==> config.mk <==
export PLATFORM = sky130hd
export DESIGN_NAME = reset_recovery_ctrl
export DESIGN_NICKNAME = d
export VERILOG_FILES = /design/src/rtl/reset_recovery_ctrl.sv
export SDC_FILE = /design/constraint.sdc
export NUM_CORES = 1
export LEC_CHECK = 0
export BUFFER_PORTS_ARGS = -buffer_cell sky130_fd_sc_hd__buf_4
export CORE_MARGIN = 3
export CORE_UTILIZATION = 25
export CTS_CLUSTER_DIAMETER = 100
export CTS_CLUSTER_SIZE = 40
export DETAILED_ROUTE_END_ITERATION = 8
export PLACE_DENSITY = 0.48
export SLEW_MARGIN = 30
export SYNTH_ARGS = -nofsm -noshare
export SYNTH_HDL_FRONTEND = slang
export SYNTH_SLANG_ARGS = --single-unit
==> constraint.sdc <==
create_clock -name CLK -period 4.15 [get_ports CLK]
set_input_delay 0.415 -clock CLK [delete_from_list [all_inputs] [get_ports CLK]]
set_output_delay 0.415 -clock CLK [all_outputs]
set_load 0.05 [all_outputs]
==> src/rtl/reset_recovery_ctrl.sv <==
// Reset stretcher and recovery sequencer fed by a one-cycle edge-detect pulse.
// Optional feature: define RESET_RETRIGGER_EN so a pulse during the hold phase restarts the hold.
module reset_recovery_ctrl #(
    parameter int unsigned HOLD_CYCLES    = 16,
    parameter int unsigned RECOVER_CYCLES = 8,
    parameter int unsigned CNT_W          = 8
) (
    input  logic             CLK,
    input  logic             RST,
    input  logic             detected,
    output logic             detect_enable,
    output logic             reset_out,
    output logic             ready,
    output logic             busy,
    output logic [CNT_W-1:0] event_count
);

    localparam int unsigned MaxCycles =
        (HOLD_CYCLES > RECOVER_CYCLES) ? HOLD_CYCLES : RECOVER_CYCLES;
    localparam int unsigned CntW = (MaxCycles > 1) ? $clog2(MaxCycles) : 1;

    localparam logic [CntW-1:0]  HoldLast    = CntW'(HOLD_CYCLES - 1);
    localparam logic [CntW-1:0]  RecoverLast = CntW'(RECOVER_CYCLES - 1);
    localparam logic [CNT_W-1:0] CountMax    = {CNT_W{1'b1}};

`ifdef RESET_RETRIGGER_EN
    localparam logic RetriggerEn = 1'b1;
`else
    localparam logic RetriggerEn = 1'b0;
`endif

    typedef enum logic [1:0] {
        StIdle,
        StAssert,
        StRecover
    } state_e;

    state_e            state_q, state_d;
    logic [CntW-1:0]   cnt_q, cnt_d;
    logic [CNT_W-1:0]  evt_q, evt_d;

    logic reset_out_q, reset_out_d;
    logic ready_q, ready_d;
    logic busy_q, busy_d;
    logic detect_enable_q, detect_enable_d;

    // Outputs are flopped from the decoded next state, so they line up with state_q.
    always_ff @(posedge CLK or posedge RST) begin
        if (RST) begin
            state_q         <= StAssert;
            cnt_q           <= '0;
            evt_q           <= '0;
            reset_out_q     <= 1'b1;
            ready_q         <= 1'b0;
            busy_q          <= 1'b1;
            detect_enable_q <= 1'b0;
        end else begin
            state_q         <= state_d;
            cnt_q           <= cnt_d;
            evt_q           <= evt_d;
            reset_out_q     <= reset_out_d;
            ready_q         <= ready_d;
            busy_q          <= busy_d;
            detect_enable_q <= detect_enable_d;
        end
    end

    always_comb begin
        state_d = state_q;
        cnt_d   = cnt_q;
        evt_d   = evt_q;
        unique case (state_q)
            StIdle: begin
                if (detected) begin
                    state_d = StAssert;
                    cnt_d   = '0;
                    if (evt_q != CountMax) begin
                        evt_d = evt_q + 1'b1;
                    end
                end
            end
            StAssert: begin
                // A retrigger wins over the hold-complete transition.
                if (RetriggerEn && detected) begin
                    cnt_d = '0;
                end else if (cnt_q == HoldLast) begin
                    state_d = StRecover;
                    cnt_d   = '0;
                end else begin
                    cnt_d = cnt_q + 1'b1;
                end
            end
            StRecover: begin
                if (cnt_q == RecoverLast) begin
                    state_d = StIdle;
                    cnt_d   = '0;
                end else begin
                    cnt_d = cnt_q + 1'b1;
                end
            end
            default: begin
                state_d = StAssert;
                cnt_d   = '0;
            end
        endcase
    end

    always_comb begin
        reset_out_d     = 1'b1;
        ready_d         = 1'b0;
        busy_d          = 1'b1;
        detect_enable_d = 1'b0;
        unique case (state_d)
            StIdle: begin
                reset_out_d     = 1'b0;
                ready_d         = 1'b1;
                busy_d          = 1'b0;
                detect_enable_d = 1'b1;
            end
            StAssert: begin
                detect_enable_d = RetriggerEn;
            end
            StRecover: begin
                reset_out_d = 1'b0;
            end
            default: begin
                reset_out_d = 1'b1;
            end
        endcase
    end

    assign reset_out     = reset_out_q;
    assign ready         = ready_q;
    assign busy          = busy_q;
    assign detect_enable = detect_enable_q;
    assign event_count   = evt_q;

endmodule

# Word-level counts from Yosys, hierarchy flattened
# Cells that the tools add are included.
# word_totals
wordCells	30
inputBits	3
register_bits	17
out_inout_bits	12
# op_classes
mux	11
n_reduce_logical	4
add_sub_neg	2
n_eq_ne	7
# op_table
operator	n
4-bit 2-to-1 mux	3
4-bit case mux with 3 select lines	1
8-bit by 1-bit adder with 8-bit output, second input constant	1
8-bit != test, second input constant	1
2-bit 2-to-1 mux	3
2-bit case mux with 3 select lines	1
4-bit by 1-bit adder with 4-bit output, second input constant	1
2-bit equality test, second input constant	2
4-bit by 3-bit equality test with 1-bit output, second input constant	1
4-bit equality test, second input constant	1
2-bit zero test	2
1-bit 2-to-1 mux	3
3-bit AND reduction	1
2-bit by 1-bit equality test with 1-bit output, second input constant	1
2-bit != test, second input constant	1
2-bit OR reduction	1

# Depth between registers and ports, before layout
# logic_depth
ltp_word	6
ltp_mapped	7

# Least setup slack after synthesis
# Ideal clock, no wire load.
# synth_timing
path_kind	reg-to-reg
start	register state_q[0]
end	register busy_q, in the netlist busy
setup_time_ns	0.082
setup_slack_ns	2.269
arrival_ns	1.799
synth_period_minus_slack_ns	1.881
path_buffers	0
path_stages_with_launch	7
cell_sequence	dfstp_2 > inv_1 > ha_1 > mux2i_1 > nand3_1 > a211o_1 > or2_1
# synth_via
elab_chain_len	4
word_cells_on_any_way	9
cone_classes	eq/ne: 2; mux: 5; reduce/logical: 2
# synth_rtl
item	line	rtl
start: declaration	38	state_e state_q, state_d;
start signal: assignment	50	state_q <= StAssert;
start signal: assignment	58	state_q <= state_d;
2-bit equality test (tied with other cells)	72	unique case (state_q)
2-bit case mux with 3 select lines (*)	72	
2-bit zero test (*)	113	unique case (state_d)
1-bit 2-to-1 mux (*)	113	
via busy_d	44	logic busy_q, busy_d;
end signal: assignment	63	busy_q <= busy_d;
end: declaration	44	
# Mark *: on every way through the listed nets, which the timed path passes. The rest lies on a longest branch.
# A chain may end at the register's enable or synchronous reset.

# Worst setup path after layout
# Ends and elaborated chain as after synthesis.

==> results_dict.tcl <==
set metrics [dict create \
    min_period_ps 1810 \
    wl_um 1610 \
    final_antenna_net_count 0 \
    synth_edf_count 0 \
    cellPowerDensity_mw_per_mm2 718 \
    num_vias 644 \
    core_area_mm2 0.00313 \
    syn_nets 92 \
    worstMarginPinSlew_ps 605 \
    fin_crit_sh 0.436 \
    final_nets 109 \
    routedWlPerCell_um 11.3 \
    grt_overflow 0 \
    die_h_um 63.9 \
    clock_latency_ps 290 \
    ctsResizeCount 0 \
    yosys_most_used_dff "dfrtp_1" \
    ir_drop_mv 0.268 \
    slowest_delay_ps 580 \
    multi_input_area_um2 404 \
    status "completed" \
    root_buffer "clkbuf_4" \
    skew_ps 4.25 \
    rsz0062_at_grt "false" \
    ys_seq_area_frac 0.481 \
    critical_path_arrival_ps 2030 \
    post_cts.repair.setup_buffers 0 \
    drv_cap 0 \
    drt-pass1-iter-count 4 \
    cts_buffer_depth 2 \
    power_leakage_nw 0.484 \
    grt_pass1_vias 602 \
    drc 0 \
    synth_area_um2 838 \
    ys_types 27 \
    hold_buffers 0 \
    async_flop_share 1.00 \
    grt_usage 0.0882 \
    cts_tree "built" \
    fmax_ghz 0.553 \
    crit_path_top_delay_cell "dfstp_2" \
    diodes 0 \
    worstPathMaxFanout 5 \
    hp-class "primary input to async pin" \
    initial_core_util 0.268 \
    boundaryPins 15 \
    worstPathCellList "inv_1, ha_1, mux2i_1, nand3_1, a211o_1, or2_1" \
    pwr-share-clk 0.146 \
    path_class "register to register" \
    die_area_mm2 0.00408 \
    synthCells 83 \
    switchingPower_mw 0.348 \
    final_core_util 0.327 \
    start_kind "register" \
    p_seq_frac 0.352 \
    worstPathRequired_ps 4370 \
    numCtsBuffers 3 \
    grt_pass1_wl_um 2880 \
    seq_area_um2 403 \
    layout_common_cells "dfrtp_1 (14), buf_4 (14), nand3_1 (7)" \
    path_buf_inv 1 \
    cellInternalPower_mw 0.385 \
    syn_avg_cell_area_um2 10.1 \
    detailed_place_hpwl_um 1200 \
    cts.reportedPaths.clkPinSlew_ps 100 \
    fillers 326 \
    path_delay_family "flip-flops" \
    setup_violations 0 \
    slew_violations 0 \
    viasPerCell 4.50 \
    yosysWarnings 0 \
    die_w_um 63.9 \
    switching_share 0.475 \
    syn_to_final_growth_pct 21.9 \
    grt_start_max_net_pins 17 \
    finalHoldViolCount 0 \
    gp_congestion 0.745 \
    fin_tns_setup_ps 0 \
    drive_gt1_frac 0.232 \
    relSlewSlack 0.596 \
    drtIter0Drc 20 \
    io_buffers 14 \
    cts_max_level 1 \
    combPwrFrac 0.503 \
    cts_sinks 16 \
    synth_seq_cells 16 \
    worst_setup_path_end_kind "register" \
    rows 20 \
    antenna_found_initial 0 \
]
layout make-up:
cell class / instances / area share
multi-input combinational: 60 / 0.395
timing repair buffer: 14 / 0.103
tap: 44 / 0.0539
clock buffer: 4 / 0.0355
inverter: 5 / 0.0184
sequential: 16 / 0.394
worst register-to-register path, stage by stage, from the launching register on:
cell,delay (ps)
dfstp_2,580
inv_1,80
ha_1,240
mux2i_1,140
nand3_1,150
a211o_1,320
or2_1,240
synth_stat cells (2+ instances only):
library cell	number	area [µm²]
dfrtp_1	14	350
nand3_1	7	35.0
ha_1	6	75.1
nand2_1	6	22.5
nor2_1	6	22.5
o21ai_0	6	30.0
inv_1	5	18.8
xnor2_1	4	35.0
mux2_2	3	33.8
nand2b_1	3	18.8
nand4_1	3	18.8
a21oi_1	2	10.0
and3_1	2	12.5
dfstp_2	2	52.6
nor2b_1	2	12.5
sequential cells by signal, indices dropped and copies added (netlist names):
signal / cells
state_q: 2
detect_enable: 1
cnt_q: 4
event_count: 8
busy: 1
cell families after synthesis:
kind of cell,count (synthesis),share of synthesized area
XOR/XNOR,5,0.0522
AO/OA/AOI/OAI,13,0.0940
multiplexers,4,0.0522
buffers and inverters,7,0.0373
flip-flops,16,0.481
adder cells (fa/ha/maj),6,0.0895
AND/OR/NAND/NOR,32,0.194
worst paths after layout:
path	startpoint	to	slack (ps)	cells after the start
worst min-delay path	RST	event_count[2]	190	2
max in group asynchronous	RST	cnt_q[2]	3570	2
min in group CLK	detected	event_count[0]	470	3
worst min register to register	event_count[5]	event_count[5]	490	1
worst max register to register	state_q[0]	busy	2340	6
worst max-delay path	state_q[0]	busy	2340	6
power by group through the flow:
stage	clock, mW	sequential (mW)	combinational [mW]
global placement	0	0.261	0.372
floorplan	0	0.385	0.152
finish	0.107	0.258	0.369
CTS	0.110	0.258	0.374
detailed placement	0	0.262	0.374
global route	0.120	0.267	0.399
through the flow:
step	cell area, µm²	instances	setup WS, ps	power (mW)	hold slack [ps]
after floorplan	838	83	2270	0.537	327
after global placement	986	139	2350	0.633	479
after detailed placement	986	139	2350	0.635	485
after CTS	1020	143	2330	0.743	219
after global routing	1020	143	2220	0.785	240
final	1020	143	2340	0.734	185
layer usage:
metal	up-vias	part of all wire	global-route usage
li1	323	-	-
met1	307	0.48	0.117
met2	12	0.45	0.137
met3	2	0.055	0.0334
met4	0	0.0087	0.0162
met5	-	0	0
Power figures use the tool's default switching activity.
